===== src/rtl/count_mon_pkg.sv =====
// Shared types for the count event monitor.
//   state_e : monitor FSM states (INIT seeds tracking, the rest mirror the last step class)
//   delta_e : class of one count step; encodings equal the external dir_state codes
//   Dir*    : 2-bit dir_state codes seen on the top-level port
package count_mon_pkg;

  typedef enum logic [2:0] {
    StInit,
    StHold,
    StUp,
    StDown,
    StJump
  } state_e;

  localparam logic [1:0] DirHold = 2'b00;
  localparam logic [1:0] DirUp   = 2'b01;
  localparam logic [1:0] DirDown = 2'b10;
  localparam logic [1:0] DirJump = 2'b11;

  typedef enum logic [1:0] {
    DeltaHold = 2'b00,
    DeltaUp   = 2'b01,
    DeltaDown = 2'b10,
    DeltaJump = 2'b11
  } delta_e;

  // Tracking state reached after a step of the given class.
  function automatic state_e state_of(input delta_e d);
    state_e s;
    unique case (d)
      DeltaHold: s = StHold;
      DeltaUp:   s = StUp;
      DeltaDown: s = StDown;
      default:   s = StJump;
    endcase
    return s;
  endfunction

  // dir_state code reported for a step of the given class.
  function automatic logic [1:0] dir_of(input delta_e d);
    logic [1:0] c;
    unique case (d)
      DeltaHold: c = DirHold;
      DeltaUp:   c = DirUp;
      DeltaDown: c = DirDown;
      default:   c = DirJump;
    endcase
    return c;
  endfunction

endpackage


===== src/rtl/count_delta_classifier.sv =====
// Combinational classifier for one step of the observed counter.
//   prev_i        : count sampled on the previous edge
//   count_i       : current count
//   delta_class_o : HOLD / UP / DOWN / JUMP from (count - prev) mod 2^WIDTH
//   wrap_up_o     : all-ones -> 0 with a +1 step
//   wrap_dn_o     : 0 -> all-ones with a -1 step
module count_delta_classifier
  import count_mon_pkg::*;
#(
  parameter int unsigned WIDTH = 4
) (
  input  logic [WIDTH-1:0] prev_i,
  input  logic [WIDTH-1:0] count_i,
  output delta_e           delta_class_o,
  output logic             wrap_up_o,
  output logic             wrap_dn_o
);

  localparam logic [WIDTH-1:0] One  = {{(WIDTH-1){1'b0}}, 1'b1};
  localparam logic [WIDTH-1:0] Ones = {WIDTH{1'b1}};
  localparam logic [WIDTH-1:0] Zero = {WIDTH{1'b0}};

  logic [WIDTH-1:0] delta;

  // Modular difference: natural truncation gives the mod 2^WIDTH result.
  assign delta = count_i - prev_i;

  always_comb begin
    delta_class_o = DeltaJump;
    if (delta == Zero) begin
      delta_class_o = DeltaHold;
    end else if (delta == One) begin
      delta_class_o = DeltaUp;
    end else if (delta == Ones) begin
      delta_class_o = DeltaDown;
    end
  end

  // Only a genuine +1/-1 step can wrap; a load landing on the same values is a JUMP.
  assign wrap_up_o = (delta == One)  && (prev_i == Ones) && (count_i == Zero);
  assign wrap_dn_o = (delta == Ones) && (prev_i == Zero) && (count_i == Ones);

endmodule


===== src/rtl/count_event_monitor.sv =====
// Passive observer of an up/down/load counter. Classifies every step, pulses on wrap,
// load (jump) and threshold hit, and keeps a saturating wrap tally plus min/max.
//   clk         : rising-edge clock, counter domain
//   reset       : asynchronous active-high reset
//   clr         : synchronous clear of tally and tracking; next sample re-seeds min/max
//   count_in    : observed count
//   thresh      : threshold for match_pulse
//   valid       : a first sample has been captured
//   dir_state   : class of the last step (00 HOLD, 01 UP, 10 DOWN, 11 JUMP)
//   wrap_pulse  : one-cycle wrap indication
//   jump_pulse  : one-cycle load indication
//   match_pulse : one-cycle indication that count_in became equal to thresh
//   wrap_cnt    : saturating wrap tally
//   min_val     : smallest count since start/clr
//   max_val     : largest count since start/clr
module count_event_monitor
  import count_mon_pkg::*;
#(
  parameter int unsigned WIDTH = 4,
  parameter int unsigned CNT_W = 8
) (
  input  logic             clk,
  input  logic             reset,
  input  logic             clr,
  input  logic [WIDTH-1:0] count_in,
  input  logic [WIDTH-1:0] thresh,
  output logic             valid,
  output logic [1:0]       dir_state,
  output logic             wrap_pulse,
  output logic             jump_pulse,
  output logic             match_pulse,
  output logic [CNT_W-1:0] wrap_cnt,
  output logic [WIDTH-1:0] min_val,
  output logic [WIDTH-1:0] max_val
);

  localparam logic [CNT_W-1:0] CntOne = {{(CNT_W-1){1'b0}}, 1'b1};
  localparam logic [CNT_W-1:0] CntMax = {CNT_W{1'b1}};

  state_e           state_q;
  logic [WIDTH-1:0] prev_q;
  // Whether count_in equalled thresh on the previous edge; a match pulses only on the
  // rising edge of this condition, so both count moves and thresh moves are caught.
  logic             hit_q;

  delta_e delta_class;
  logic   wrap_up;
  logic   wrap_dn;
  logic   wrap;
  logic   hit;

  count_delta_classifier #(
    .WIDTH(WIDTH)
  ) u_classifier (
    .prev_i        (prev_q),
    .count_i       (count_in),
    .delta_class_o (delta_class),
    .wrap_up_o     (wrap_up),
    .wrap_dn_o     (wrap_dn)
  );

  assign wrap = wrap_up | wrap_dn;
  assign hit  = (count_in == thresh);

  always_ff @(posedge clk or posedge reset) begin
    if (reset) begin
      state_q     <= StInit;
      prev_q      <= '0;
      hit_q       <= 1'b0;
      valid       <= 1'b0;
      dir_state   <= DirHold;
      wrap_pulse  <= 1'b0;
      jump_pulse  <= 1'b0;
      match_pulse <= 1'b0;
      wrap_cnt    <= '0;
      min_val     <= '0;
      max_val     <= '0;
    end else if (clr) begin
      // clr overrides any event on this edge; min/max hold until the re-seed.
      state_q     <= StInit;
      hit_q       <= 1'b0;
      valid       <= 1'b0;
      dir_state   <= DirHold;
      wrap_pulse  <= 1'b0;
      jump_pulse  <= 1'b0;
      match_pulse <= 1'b0;
      wrap_cnt    <= '0;
    end else if (state_q == StInit) begin
      // Seed: no step exists yet, so no pulses. hit_q=0 lets a match on the first
      // tracking edge pulse even if the seed already equals thresh.
      state_q     <= StHold;
      prev_q      <= count_in;
      hit_q       <= 1'b0;
      valid       <= 1'b1;
      dir_state   <= DirHold;
      wrap_pulse  <= 1'b0;
      jump_pulse  <= 1'b0;
      match_pulse <= 1'b0;
      min_val     <= count_in;
      max_val     <= count_in;
    end else begin
      state_q     <= state_of(delta_class);
      prev_q      <= count_in;
      hit_q       <= hit;
      dir_state   <= dir_of(delta_class);
      wrap_pulse  <= wrap;
      jump_pulse  <= (delta_class == DeltaJump);
      match_pulse <= hit && !hit_q;
      if (wrap && (wrap_cnt != CntMax)) begin
        wrap_cnt <= wrap_cnt + CntOne;
      end
      if (count_in < min_val) begin
        min_val <= count_in;
      end
      if (count_in > max_val) begin
        max_val <= count_in;
      end
    end
  end

endmodule


===== config.mk =====
export PLATFORM = sky130hd
export DESIGN_NAME = count_event_monitor
export DESIGN_NICKNAME = d
export VERILOG_FILES = /design/src/rtl/count_mon_pkg.sv /design/src/rtl/count_delta_classifier.sv /design/src/rtl/count_event_monitor.sv
export SDC_FILE = /design/constraint.sdc
export NUM_CORES = 1
export LEC_CHECK = 0
export BUFFER_PORTS_ARGS = -buffer_cell sky130_fd_sc_hd__buf_2
export CAP_MARGIN = 15
export CELL_PAD_IN_SITES_DETAIL_PLACEMENT = 0
export CELL_PAD_IN_SITES_GLOBAL_PLACEMENT = 1
export CORE_UTILIZATION = 42
export CTS_CLUSTER_SIZE = 30
export DETAILED_ROUTE_END_ITERATION = 12
export PLACE_DENSITY = 0.74
export SYNTH_ARGS = -nofsm -noshare
export SYNTH_HDL_FRONTEND = slang
export SYNTH_SLANG_ARGS = --single-unit

===== constraint.sdc =====
create_clock -name clk -period 3.05 [get_ports clk]
set_clock_uncertainty 0.1 [all_clocks]
set_input_delay 0.61 -clock clk [delete_from_list [all_inputs] [get_ports clk]]
set_output_delay 0.61 -clock clk [all_outputs]
set_load 0.05 [all_outputs]

# After elaboration in Yosys (flattened, before gate mapping)
# Cells that the tools add are included.
# word_totals
romBits,0
elab_cells,72
ramBits,0
reg_bits,30
memories,0
inputBits,11
latch_bits,0
output_inout_bits,22
# op_classes
muxes,26
reduce_logical,19
shifts,0
div_mod_pow,0
multipliers,0
bitwise_logic,2
eq_ne,10
n_addsub,2
magnitude_cmp,2
# op_table
operator,n
8-bit 2-to-1 mux,3
4-bit 2-to-1 mux,4
4-bit == test (second input constant),3
4-bit zero test,3
1-bit 2-to-1 mux,11
3-bit one-hot mux with 3 select lines,1
8-bit by 1-bit adder with 8-bit output (second input constant),1
2-bit 2-to-1 mux,4
8-bit inequality test (second input constant),1
2-bit nonzero test,4
1-bit logical AND,6
3-bit 2-to-1 mux,2
2-bit one-hot mux with 3 select lines,1
2-bit AND reduction,3
2-bit == test (second input constant),2
4-bit by 1-bit == test with 1-bit output (second input constant),1
4-bit == test,1
4-bit > comparator,1
4-bit < comparator,1
4-bit subtractor,1
3-bit zero test,1
2-bit by 1-bit == test with 1-bit output (second input constant),1
2-bit zero test,1
2-bit inequality test (second input constant),1
other kinds (3),3

# Longest topological paths before layout
# Gate-level depths: netlist of run 1.
# logic_depth
depth_word,9
mapped_depth,10
depth_no_buf,9

# Hierarchy
# A second synthesis of run 1 with hierarchy kept.
# hier_totals
hier_cells,193
hier_area_um2,1856.8
# by_module_without_submodules
mod,area_per_inst_um2,seq_area_each_um2,instances,cells_each
count_event_monitor,1636.6,750.7,1,166
count_delta_classifier,220.2,0.0,1,27

# Worst setup path before layout of run 1
# No wires, ideal clock.
# synth_timing
kind,input -> register
start,input port count_in[0]
end,register wrap_cnt[6]
setup_ps,128
slack_ps,343
n_path_buf,1
t_arrival_ps,2479
path_stages,10
required_ps,2822
path_cell_list,inv_2 > ha_1 > fa_1 > xor2_1 > nor3_1 > and4b_1 > mux2i_1 > buf_4 > nor3_2 > mux2_1
# synth_between
elab_chain_len,8
elab_cells_between_ends,13
classes_between,add/sub: 1; eq/ne: 3; bitwise: 1; reduce/logical: 8
# synth_rtl
item,line_no,source
start: declaration,count_event_monitor.sv:25,"input logic [WIDTH-1:0] count_in,"
4-bit subtractor,count_delta_classifier.sv:26,assign delta = count_i - prev_i;
4-bit by 1-bit == test with 1-bit output / 4-bit == test (equally long branches),"count_delta_classifier.sv:40, count_delta_classifier.sv:41",
"1-bit logical AND, on equally long branches (2 in series)","count_delta_classifier.sv:40, count_delta_classifier.sv:41",
1-bit bitwise OR *,count_event_monitor.sv:62,assign wrap = wrap_up | wrap_dn;
1-bit logical AND *,count_event_monitor.sv:109,if (wrap && (wrap_cnt != CntMax)) begin
2-bit nonzero test (no line) *,n/a,
2-bit AND reduction (no line) *,n/a,
end signal: assignment,count_event_monitor.sv:110,wrap_cnt <= wrap_cnt + CntOne;
end: declaration,count_event_monitor.sv:32,"output logic [CNT_W-1:0] wrap_cnt,"
# Every way passes the cells marked *; elsewhere a longest branch is shown, timed or not.
# A chain may end at the register's enable or synchronous reset.

# Worst setup path in the final report of run 1
# layout_timing
start,input port count_in[0]
end,register wrap_cnt[3]
# The elaborated chain is that of the path after synthesis.

==> flow_summary_export.csv, run 1 <==
group,metric,value,unit
layout,final_cells,252,
pwr,ir_drop,449,µV
setup_path,cp.required,3.16,ns
timing,setup_viol,0,
synth,synth-xor-area-share,4.60,%
clock_network,insertion_delay,0.28,ns
setup_path,start_kind,"primary input",
pwr,power.density,753,mW/mm²
synth,synth_fa_ha_area_share,10.8,%
setup_path,path_buf_inv,3,
timing,maxSlewViolCount,0,
timing,rsz0062_at_grt,"no",
pwr,p_seq_share,33.8,%
layout,drive_above_1_share,30.4,%
setup_path,crit_path_max_incr_delay,0.38,ns
layout,multi_input_area,875,µm²
synth,ys_top_cells_by_area,"dfrtp_1 (45%), ha_1 (9.7%), mux2_2 (5.3%), nor2_1 (2.4%), a21oi_1 (2.4%)",
floorplan,die_w,65.3,µm
status,status,"finished, final reports clean",
clock_network,cts_max_level,2,
floorplan,die_area,0.00427,mm²
layout,fin_nets,228,
drt,drt_iter0_markers,38,
floorplan,rows,22,
clock_network,post_cts_buffers,0,
floorplan,initial_utilization,45.0,%
setup_path,cpLargestDelayFamily,"simple AND/OR/NAND/NOR gates",
clock_network,cts_resized,0,
clock_network,cts_tree,"yes",
layout,seq_area,751,µm²
setup_path,path_class,"primary input to register",
synth,synthFlopType,"dfrtp_1",
clock_network,cts.reportedPaths.clkPinSlew,0.07,ns
clock_network,cts_buffer_depth,2,
pwr,combPwrFrac,41.0,%
floorplan,die_h,65.3,µm
floorplan,io_pins,33,
synth,synth_seq_cells,30,
global_routing,antenna_found_initial,0,
synth,syn_inst,160,
pwr,p_sw,0.619,mW
run,maxCapViolations,0,
global_routing,first_global_vias,1292,
synth,ys_seq_area_share,44.5,%
setup_path,crit_slowest_cell,"fa_1",
global_routing,grt.met3_usage,5.73,%
timing,final.setup.worst_slack,0.256,ns
timing,min_period,2.79,ns
global_routing,use_met2,29.4,%
timing,setup-tns-final,0,ns
setup_path,crit_chain,"buf_2 > inv_2 > ha_1 > fa_1 > xor2_1 > nor3_1 > and4b_1 > mux2i_1 > buf_4 > or3_1 > a21oi_1",
synth,synth_area_leader_cell,"dfrtp_1",
setup_path,crit_path_end_kind,"register",
synth,avgSynthCellArea,10.5,µm²
global_routing,grt_overflow,0,
drt,route.detailed.drc,0,
setup_path,cp_max_fo,8,
drt,post_drt_wl_per_cell,13.2,µm
setup_path,worst_ep_arrival_time,2.90,ns
timing,fmax,0.358,GHz
clock_network,cts.sinks,30,
synth,synth_cell_types,39,
pwr,swShare,40.0,%
synth,synth_compound_area_share,7.94,%
global_routing,grt_max_degree,31,
pwr,power_frac_clock,25.3,%
clock_network,cts-buffers-inserted,5,
layout,num-fill-cells,353,
synth,synth_top_family_by_area,"simple AND/OR/NAND/NOR gates",
timing,worst_slew_pin_slew,0.602,ns
global_routing,grt_pass1_wl,5860,µm
timing,slew_headroom,58.7,%
timing,finalHoldViolations,0,
pwr,cellLeakagePower,1.04,nW
place,pre_cts_ws,-0.0203,ns
place,place_inst,244,
synth,yosys_warnings,0,
synth,synth_edf_count,0,
drt,wirelength,3330,µm
pwr,p_int,0.927,mW
layout,most-common-layout-cells,"buf_2 (32), dfrtp_1 (30), ha_1 (13)",
hold_path,hp-class,"primary input to asynchronous set/reset pin",
layout,final_common_cell,"buf_2",
layout,diodes,0,
synth,synthesis.area,0.00169,mm²
timing,whs,0.290,ns
synth,syn_nets,185,
global_routing,grt.busiest_layer,"met2",
drt,ant_nets,0,
clock_network,cts_hold_buf,0,
layout,area_growth,21.8,%
synth,netlist.area_leader.share,44.5,%
synth,yosys.area_share.simple,19.5,%
place,place_congestion,0.885,
place,dp_hpwl,2500,µm
drt,via_per_inst,5.17,
drt,dr.pass1.iters,4,
global_routing,grtUsageMet1,23.4,%
timing,finalCritPeriodShare,91.6,%
place,io_buffers,32,
drt,vias,1304,
clock_network,cts-root-buf,"clkbuf_8",
floorplan,coreArea,0.00374,mm²
synth,synthMuxAreaShare,9.06,%
global_routing,grtUsageTotal,18.3,%
synth,ys_async_sr_fraction,100,%
power by group through the flow:
stage               Combinational [mW]  Clock, mW  Sequential (mW)
floorplan                        0.269          0            0.748
global placement                 0.625          0            0.525
detailed placement               0.637          0            0.531
CTS                              0.639      0.404            0.523
global route                     0.690      0.419            0.532
finish                           0.633      0.391            0.522
through the flow:
step | utilization [%] | area [µm²] | power (mW)
floorplan | - | 1690 | 1.02
global placement | 51.9 | 1940 | 1.15
detailed placement | 51.9 | 1940 | 1.17
CTS | 54.8 | 2050 | 1.57
global route | 54.8 | 2050 | 1.64
finish | 54.8 | 2050 | 1.55
per-layer routing:
| layer | up-vias | part of all wire, % |
|---|---|---|
| met4 | 0 | 1.3 |
| met1 | 634 | 46 |
| met2 | 23 | 49 |
| met5 | - | 0 |
| li1 | 642 | - |
| met3 | 5 | 3.7 |
flip-flops by register name, indices dropped and copies added, names as in the netlist, 2 cells and up:
| name | cells |
|---|---|
| wrap_cnt | 8 |
| max_val | 4 |
| min_val | 4 |
| prev_q | 4 |
| state_q | 3 |
| dir_state | 2 |
synthesized netlist by cell type (2+ instances only):
cell type and n:
nand3_1 4, nor2b_1 5, nand2b_1 2, or4_1 2
and2b_1 2, xor2_1 4, mux2_1 2, xnor2_1 3
nor3_1 4, nor2_1 11, inv_2 2, a21o_1 3
nor4b_1 2, and2_1 4, nand4_1 3, or3_1 3
nand2_1 7, inv_1 10, mux2i_1 4, a21oi_1 8
ha_1 13, o21a_1 2, mux2_2 8, o21ai_0 8
dfrtp_1 30
path summary, 6_finish.rpt:
kind | from | end | slack (ns) | cells past startpoint
min | reset | wrap_cnt[7]$_DFFE_PP0P_ | 0.29 | 3
min reg2reg | hit_q$_DFF_PP0_ | match_pulse$_DFF_PP0_ | 0.31 | 1
max in group asynchronous | reset | max_val[2]$_DFFE_PP0P_ | 2.28 | 3
min in group clk | hit_q$_DFF_PP0_ | match_pulse$_DFF_PP0_ | 0.31 | 1
max reg2reg | prev_q[0]$_DFFE_PP0N_ | wrap_cnt[3]$_DFFE_PP0P_ | 0.30 | 9
max | count_in[0] | wrap_cnt[3]$_DFFE_PP0P_ | 0.26 | 11
tightest hold or removal path, stage by stage:
cell and delay (ns):
buf_2 0.10, inv_1 0.04, buf_4 0.34
area by class of cell:
type | count | area share, %
multi-input combinational | 115 | 42.6
sequential | 30 | 36.6
timing repair buffer | 39 | 10.4
clock buffer | 5 | 3.35
tap | 48 | 2.93
inverter | 12 | 2.20
clock inverter | 3 | 1.95
logic make-up after synthesis:
logic type	after synthesis
adders and majority gates	14
AOI/OAI and AO/OA	23
DFF	30
and+or+nand+nor	56
xor gates and xnor gates	8
buffers and inverters	15
muxes	14
Power figures use the tool's default switching activity.
==> inputs of run 2 (changes only) <==
--- a/config.mk
+++ b/config.mk
@@ -13,6 +13,7 @@
 export CTS_CLUSTER_SIZE = 30
 export DETAILED_ROUTE_END_ITERATION = 12
 export PLACE_DENSITY = 0.74
+export RECOVER_POWER = 100
 export SYNTH_ARGS = -nofsm -noshare
 export SYNTH_HDL_FRONTEND = slang
 export SYNTH_SLANG_ARGS = --single-unit
==> run 2 against run 1 <==
Effect of this change: the flow now finishes with violations (capacitance limit, slew limit); final cell count unchanged; sequential share of layout area up 0.91 points; register-to-register slack barely moved; total power is 1.4% lower; first-iteration DRC count rose by 74%; via count down 0.61%; largest power group unchanged.
==> flow_summary_export.csv, run 2 (synthesis gave the netlist of run 1 again) <==
group,metric,value,unit
drt,dr.pass1.iters,4,
drt,wirelength,3330,µm
drt,post_drt_wl_per_cell,13.2,µm
pwr,p_sw,0.619,mW
clock_network,cts_hold_buf,0,
layout,area_growth,18.8,%
timing,slew_headroom,-5.10,%
clock_network,cts_resized,0,
setup_path,cp_max_fo,8,
setup_path,cp.required,3.15,ns
timing,final.setup.worst_slack,0.241,ns
drt,drt_iter0_markers,66,
floorplan,io_pins,33,
drt,via_per_inst,5.14,
place,dp_hpwl,2500,µm
timing,worst_slew_pin_slew,1.58,ns
setup_path,worst_ep_arrival_time,2.90,ns
setup_path,crit_path_end_kind,"register",
global_routing,grt_pass1_wl,5860,µm
global_routing,use_met2,29.4,%
clock_network,cts.reportedPaths.clkPinSlew,0.06,ns
clock_network,insertion_delay,0.28,ns
global_routing,grt_max_degree,31,
pwr,ir_drop,450,µV
place,io_buffers,32,
timing,maxSlewViolCount,31,
global_routing,first_global_vias,1292,
setup_path,crit_slowest_cell,"fa_1",
clock_network,cts-buffers-inserted,5,
floorplan,die_area,0.00427,mm²
layout,num-fill-cells,366,
pwr,power_frac_clock,25.6,%
status,status,"complete, but fails checks",
global_routing,grt.busiest_layer,"met2",
pwr,power.total,1.52,mW
timing,min_period,2.81,ns
floorplan,coreArea,0.00374,mm²
pwr,power.density,761,mW/mm²
setup_path,path_class,"primary input to register",
global_routing,antenna_found_initial,0,
layout,drive_above_1_share,15.7,%
drt,route.detailed.drc,0,
global_routing,grt.met3_usage,5.73,%
timing,setup_viol,0,
layout,largest_reg_flops,8,
timing,finalHoldViolations,0,
clock_network,cts_max_level,2,
run,maxCapViolations,1,
pwr,cellLeakagePower,0.938,nW
clock_network,cts-root-buf,"clkbuf_8",
global_routing,grtUsageTotal,18.3,%
setup_path,crit_chain,"buf_2 > inv_1 > ha_1 > fa_1 > xor2_1 > nor3_1 > and4b_1 > mux2i_1 > clkbuf_1 > or3_1 > a21oi_1",
floorplan,die_w,65.3,µm
pwr,combPwrFrac,39.9,%
pwr,swShare,40.6,%
setup_path,crit_path_max_incr_delay,0.38,ns
status,violations,"capacitance limit, slew limit",
clock_network,cts.sinks,30,
floorplan,initial_utilization,45.0,%
hold_path,hp-class,"register to register",
setup_path,start_kind,"primary input",
place,pre_cts_ws,-0.0203,ns
layout,fin_nets,228,
clock_network,post_cts_buffers,0,
floorplan,die_h,65.3,µm
pwr,p_seq_share,34.4,%
layout,diodes,0,
global_routing,grtUsageMet1,23.4,%
drt,ant_nets,0,
floorplan,rows,22,
place,place_congestion,0.885,
timing,whs,0.314,ns
drt,vias,1296,
clock_network,cts_tree,"yes",
layout,final_common_cell,"dfrtp_1",
timing,rsz0062_at_grt,"no",
pwr,p_int,0.905,mW
layout,most-common-layout-cells,"dfrtp_1 (30), clkbuf_1 (27), ha_1 (13)",
global_routing,grt_overflow,0,
layout,largest-register,"wrap_cnt",
timing,finalCritPeriodShare,92.1,%
clock_network,cts_buffer_depth,2,
timing,fmax,0.356,GHz
[run 2: cell types whose count changed in the layout (fill, tap and decap cells not counted)]
| cell | change |
|---|---|
| clkbuf_1 | +27 |
| buf_2 | -24 |
| and2_0 | +3 |
| and2_1 | -3 |
| buf_4 | -3 |
| a21oi_1 | +1 |
| a21oi_2 | -1 |
| inv_1 | +1 |
| inv_2 | -1 |
| nor3_1 | +1 |
| nor3_2 | -1 |
[run 2: layer usage]
metal  share of wire [%]  vias up  wire, µm
met5                   0        -         0
met2                  49       21      1620
met4                 1.3        0        42
met3                 3.7        5       123
li1                    -      644         -
met1                  46      626      1540
[run 2: final cells by class]
type / instances / area (µm²) / area share (%)
multi-input cells: 115 / 866 / 43.2
flip-flops and latches: 30 / 751 / 37.5
repair buffers: 39 / 171 / 8.56
clock buffers: 5 / 68.8 / 3.44
well taps: 48 / 60.1 / 3.00
inverters: 12 / 45.0 / 2.25
clock inverters: 3 / 40.0 / 2.00
[run 2: worst paths after layout]
kind / endpoint / cells past startpoint / from / slack [ns]
setup / recovery: wrap_cnt[3]$_DFFE_PP0P_ / 11 / count_in[0] / 0.24
hold / removal: match_pulse$_DFF_PP0_ / 1 / hit_q$_DFF_PP0_ / 0.31
setup reg to reg: wrap_cnt[3]$_DFFE_PP0P_ / 9 / prev_q[0]$_DFFE_PP0N_ / 0.29
hold reg to reg: match_pulse$_DFF_PP0_ / 1 / hit_q$_DFF_PP0_ / 0.31
max in group asynchronous: max_val[2]$_DFFE_PP0P_ / 3 / reset / 1.17
min in group asynchronous: wrap_cnt[7]$_DFFE_PP0P_ / 3 / reset / 0.76
[run 2: metrics by stage]
| stage | instances | setup TNS (ns) | utilization (%) | cell area, µm² |
|---|---|---|---|---|
| final | 252 | 0 | 53.5 | 2000 |
| after global routing | 252 | 0 | 53.5 | 2000 |
| after CTS | 252 | 0 | 54.8 | 2050 |
| after detailed placement | 244 | -0.0347 | 51.9 | 1940 |
| after global placement | 244 | 0 | 51.9 | 1940 |
| after floorplan | 160 | 0 | - | 1690 |
[run 2: power by group through the flow]
stage	Sequential, mW	Clock, mW	Combinational [mW]
final	0.524	0.391	0.609
after global routing	0.534	0.419	0.665
after CTS	0.523	0.404	0.639
after detailed placement	0.531	0	0.637
after global placement	0.525	0	0.625
after floorplan	0.748	0	0.269
[run 2: critical path, delay by kind of cell]
| kind | cells | cell delay (ns) |
|---|---|---|
| multiplexers | 1 | 0.18 |
| AND/OR/NAND/NOR | 3 | 0.82 |
| AO/OA/AOI/OAI | 1 | 0.15 |
| adder cells (fa/ha/maj) | 2 | 0.60 |
| buffers and inverters | 3 | 0.35 |
| XOR/XNOR | 1 | 0.19 |
==> inputs of run 3 (changes only) <==
--- a/config.mk
+++ b/config.mk
@@ -12,7 +12,7 @@
 export CORE_UTILIZATION = 42
 export CTS_CLUSTER_SIZE = 30
 export DETAILED_ROUTE_END_ITERATION = 12
-export PLACE_DENSITY = 0.74
+export PLACE_DENSITY_LB_ADDON = 0.1
 export RECOVER_POWER = 100
 export SYNTH_ARGS = -nofsm -noshare
 export SYNTH_HDL_FRONTEND = slang
==> run 3 against run 2 <==
Effect of this change: the run now ends clean; critical path type unchanged; via count rose by 1.4%; global-route usage up 0.34 points; die area unchanged; clock power is 17% lower; first-iteration DRC count shrank 39%; combinational power up 1%; final area increased by 0.25%; core utilization rose by 0.13 points; register-to-register slack gained 0.11 ns; flip-flop and latch count stayed put; sequential share of layout area shrank 0.093 points; routed wire length rose by 2.9%.
==> flow_summary_export.csv, run 3 (synthesis gave the netlist of run 1 again) <==
group,metric,value,unit
status,status,"finished, final reports clean",
timing,min_period,2.76,ns
timing,maxSlewViolCount,0,
timing,worst_slew_pin_slew,1.04,ns
layout,num-fill-cells,388,
place,place_congestion,0.833,
timing,finalCritPeriodShare,90.5,%
global_routing,grtUsageTotal,18.6,%
floorplan,die_h,65.3,µm
clock_network,cts_hold_buf,0,
timing,setup-tns-final,0,ns
setup_path,path_class,"primary input to register",
floorplan,die_w,65.3,µm
layout,fin_nets,232,
drt,post_drt_wl_per_cell,13.4,µm
clock_network,cts_tree,"yes",
clock_network,cts-root-buf,"clkbuf_8",
global_routing,first_global_vias,1267,
layout,drive_above_1_share,15.4,%
layout,largest_reg_flops,8,
setup_path,cp.required,3.14,ns
drt,route.detailed.drc,0,
drt,ant_nets,0,
pwr,cellLeakagePower,0.934,nW
setup_path,startpoint,"count_in[0]",
clock_network,post_cts_buffers,0,
drt,vias,1314,
timing,rsz0062_at_grt,"no",
pwr,power.density,728,mW/mm²
drt,via_per_inst,5.13,
place,io_buffers,32,
run,maxCapViolations,0,
drt,drt_iter0_markers,40,
layout,most-common-layout-cells,"clkbuf_1 (32), dfrtp_1 (30), ha_1 (13)",
global_routing,grt_overflow,0,
layout,final_cells,256,
hold_path,hp-class,"primary input to asynchronous set/reset pin",
place,place_inst,248,
clock_network,cts-buffers-inserted,5,
global_routing,antenna_found_initial,0,
setup_path,cp_max_fo,6,
drt,wirelength,3420,µm
layout,final_common_cell,"clkbuf_1",
setup_path,worst_ep_arrival_time,2.85,ns
place,dp_hpwl,2560,µm
clock_network,insertion_delay,0.27,ns
layout,largest-register,"wrap_cnt",
setup_path,r2r_start,"prev_q[0]$_DFFE_PP0N_",
floorplan,coreArea,0.00374,mm²
setup_path,cp-endpoint,"wrap_cnt[7]$_DFFE_PP0P_",
timing,finalHoldViolations,0,
global_routing,grt_pass1_wl,5910,µm
setup_path,start_kind,"primary input",
clock_network,cts_buffer_depth,2,
clock_network,cts.sinks,30,
setup_path,rrSetupSlack,0.40,ns
setup_path,reg2reg_depth,9,
timing,slew_headroom,31.0,%
global_routing,grt_max_degree,24,
layout,area_growth,19.1,%
clock_network,cts_resized,0,
setup_path,crit_path_end_kind,"register",
clock_network,cts.reportedPaths.clkPinSlew,0.06,ns
pwr,ir_drop,440,µV
setup_path,r2r-end,"wrap_cnt[7]$_DFFE_PP0P_",
floorplan,rows,22,
drt,dr.pass1.iters,4,
timing,fmax,0.362,GHz
floorplan,io_pins,33,
floorplan,initial_utilization,45.0,%
clock_network,cts_max_level,2,
timing,setup_viol,0,
layout,diodes,0,
floorplan,die_area,0.00427,mm²
## run 3: critical path, cell delays in order
cell and delay [ns]:
clkbuf_1 0.10, inv_1 0.08, ha_1 0.22, fa_1 0.37, xor2_1 0.19, nor3_1 0.23, and4b_1 0.24, mux2i_1 0.12
buf_4 0.18, or3_1 0.35, a21oi_1 0.15
## run 3: metrics by stage
| step | hold WS, ns | setup slack [ns] | util (%) | power, mW | instance area [µm²] |
|---|---|---|---|---|---|
| 3_3_place_gp | 0.292 | 0.113 | 52.7 | 1.16 | 1970 |
| 3_5_place_dp | 0.310 | 0.0554 | 52.7 | 1.18 | 1970 |
| 6_report | 0.222 | 0.289 | 53.6 | 1.46 | 2010 |
| 2_1_floorplan | 0.285 | 0.343 | - | 1.02 | 1690 |
| 4_1_cts | 0.231 | 0.346 | 55.1 | 1.51 | 2060 |
| 5_1_grt | 0.243 | 0.0957 | 53.6 | 1.57 | 2010 |
## run 3: final cells by class
class	instances	area, µm²	share of cell area [%]
Clock buffer	7	86.3	4.30
Tap cell	48	60.1	2.99
Timing Repair Buffer	43	189	9.41
Clock inverter	1	5.00	0.249
Sequential cell	30	751	37.4
Inverter	12	45.0	2.24
Multi-Input combinational cell	115	871	43.4
## run 3: worst min-delay path by stage
stage                     slack (ns)                     end             from  depth (start not counted)
after floorplan                 0.28   match_pulse$_DFF_PP0_  hit_q$_DFF_PP0_                          1
after global routing            0.24  min_val[1]$_DFFE_PP0P_            reset                          2
final                           0.22  min_val[1]$_DFFE_PP0P_            reset                          2
after CTS                       0.23   match_pulse$_DFF_PP0_            reset                          2
after global placement          0.29   match_pulse$_DFF_PP0_  hit_q$_DFF_PP0_                          1
after detailed placement        0.31   match_pulse$_DFF_PP0_  hit_q$_DFF_PP0_                          1
## run 3: routing by layer
metal / wire length, µm / global-route usage, %
met5: 0 / 0
met3: 146 / 5.73
met2: 1530 / 27.8
met4: 46 / 7.34
met1: 1700 / 25.1
## run 3: report_power, final
part | switching, mW | total, mW | internal (mW)
sequential | 0.0455 | 0.522 | 0.476
clock | 0.144 | 0.325 | 0.182
combinational | 0.423 | 0.615 | 0.192
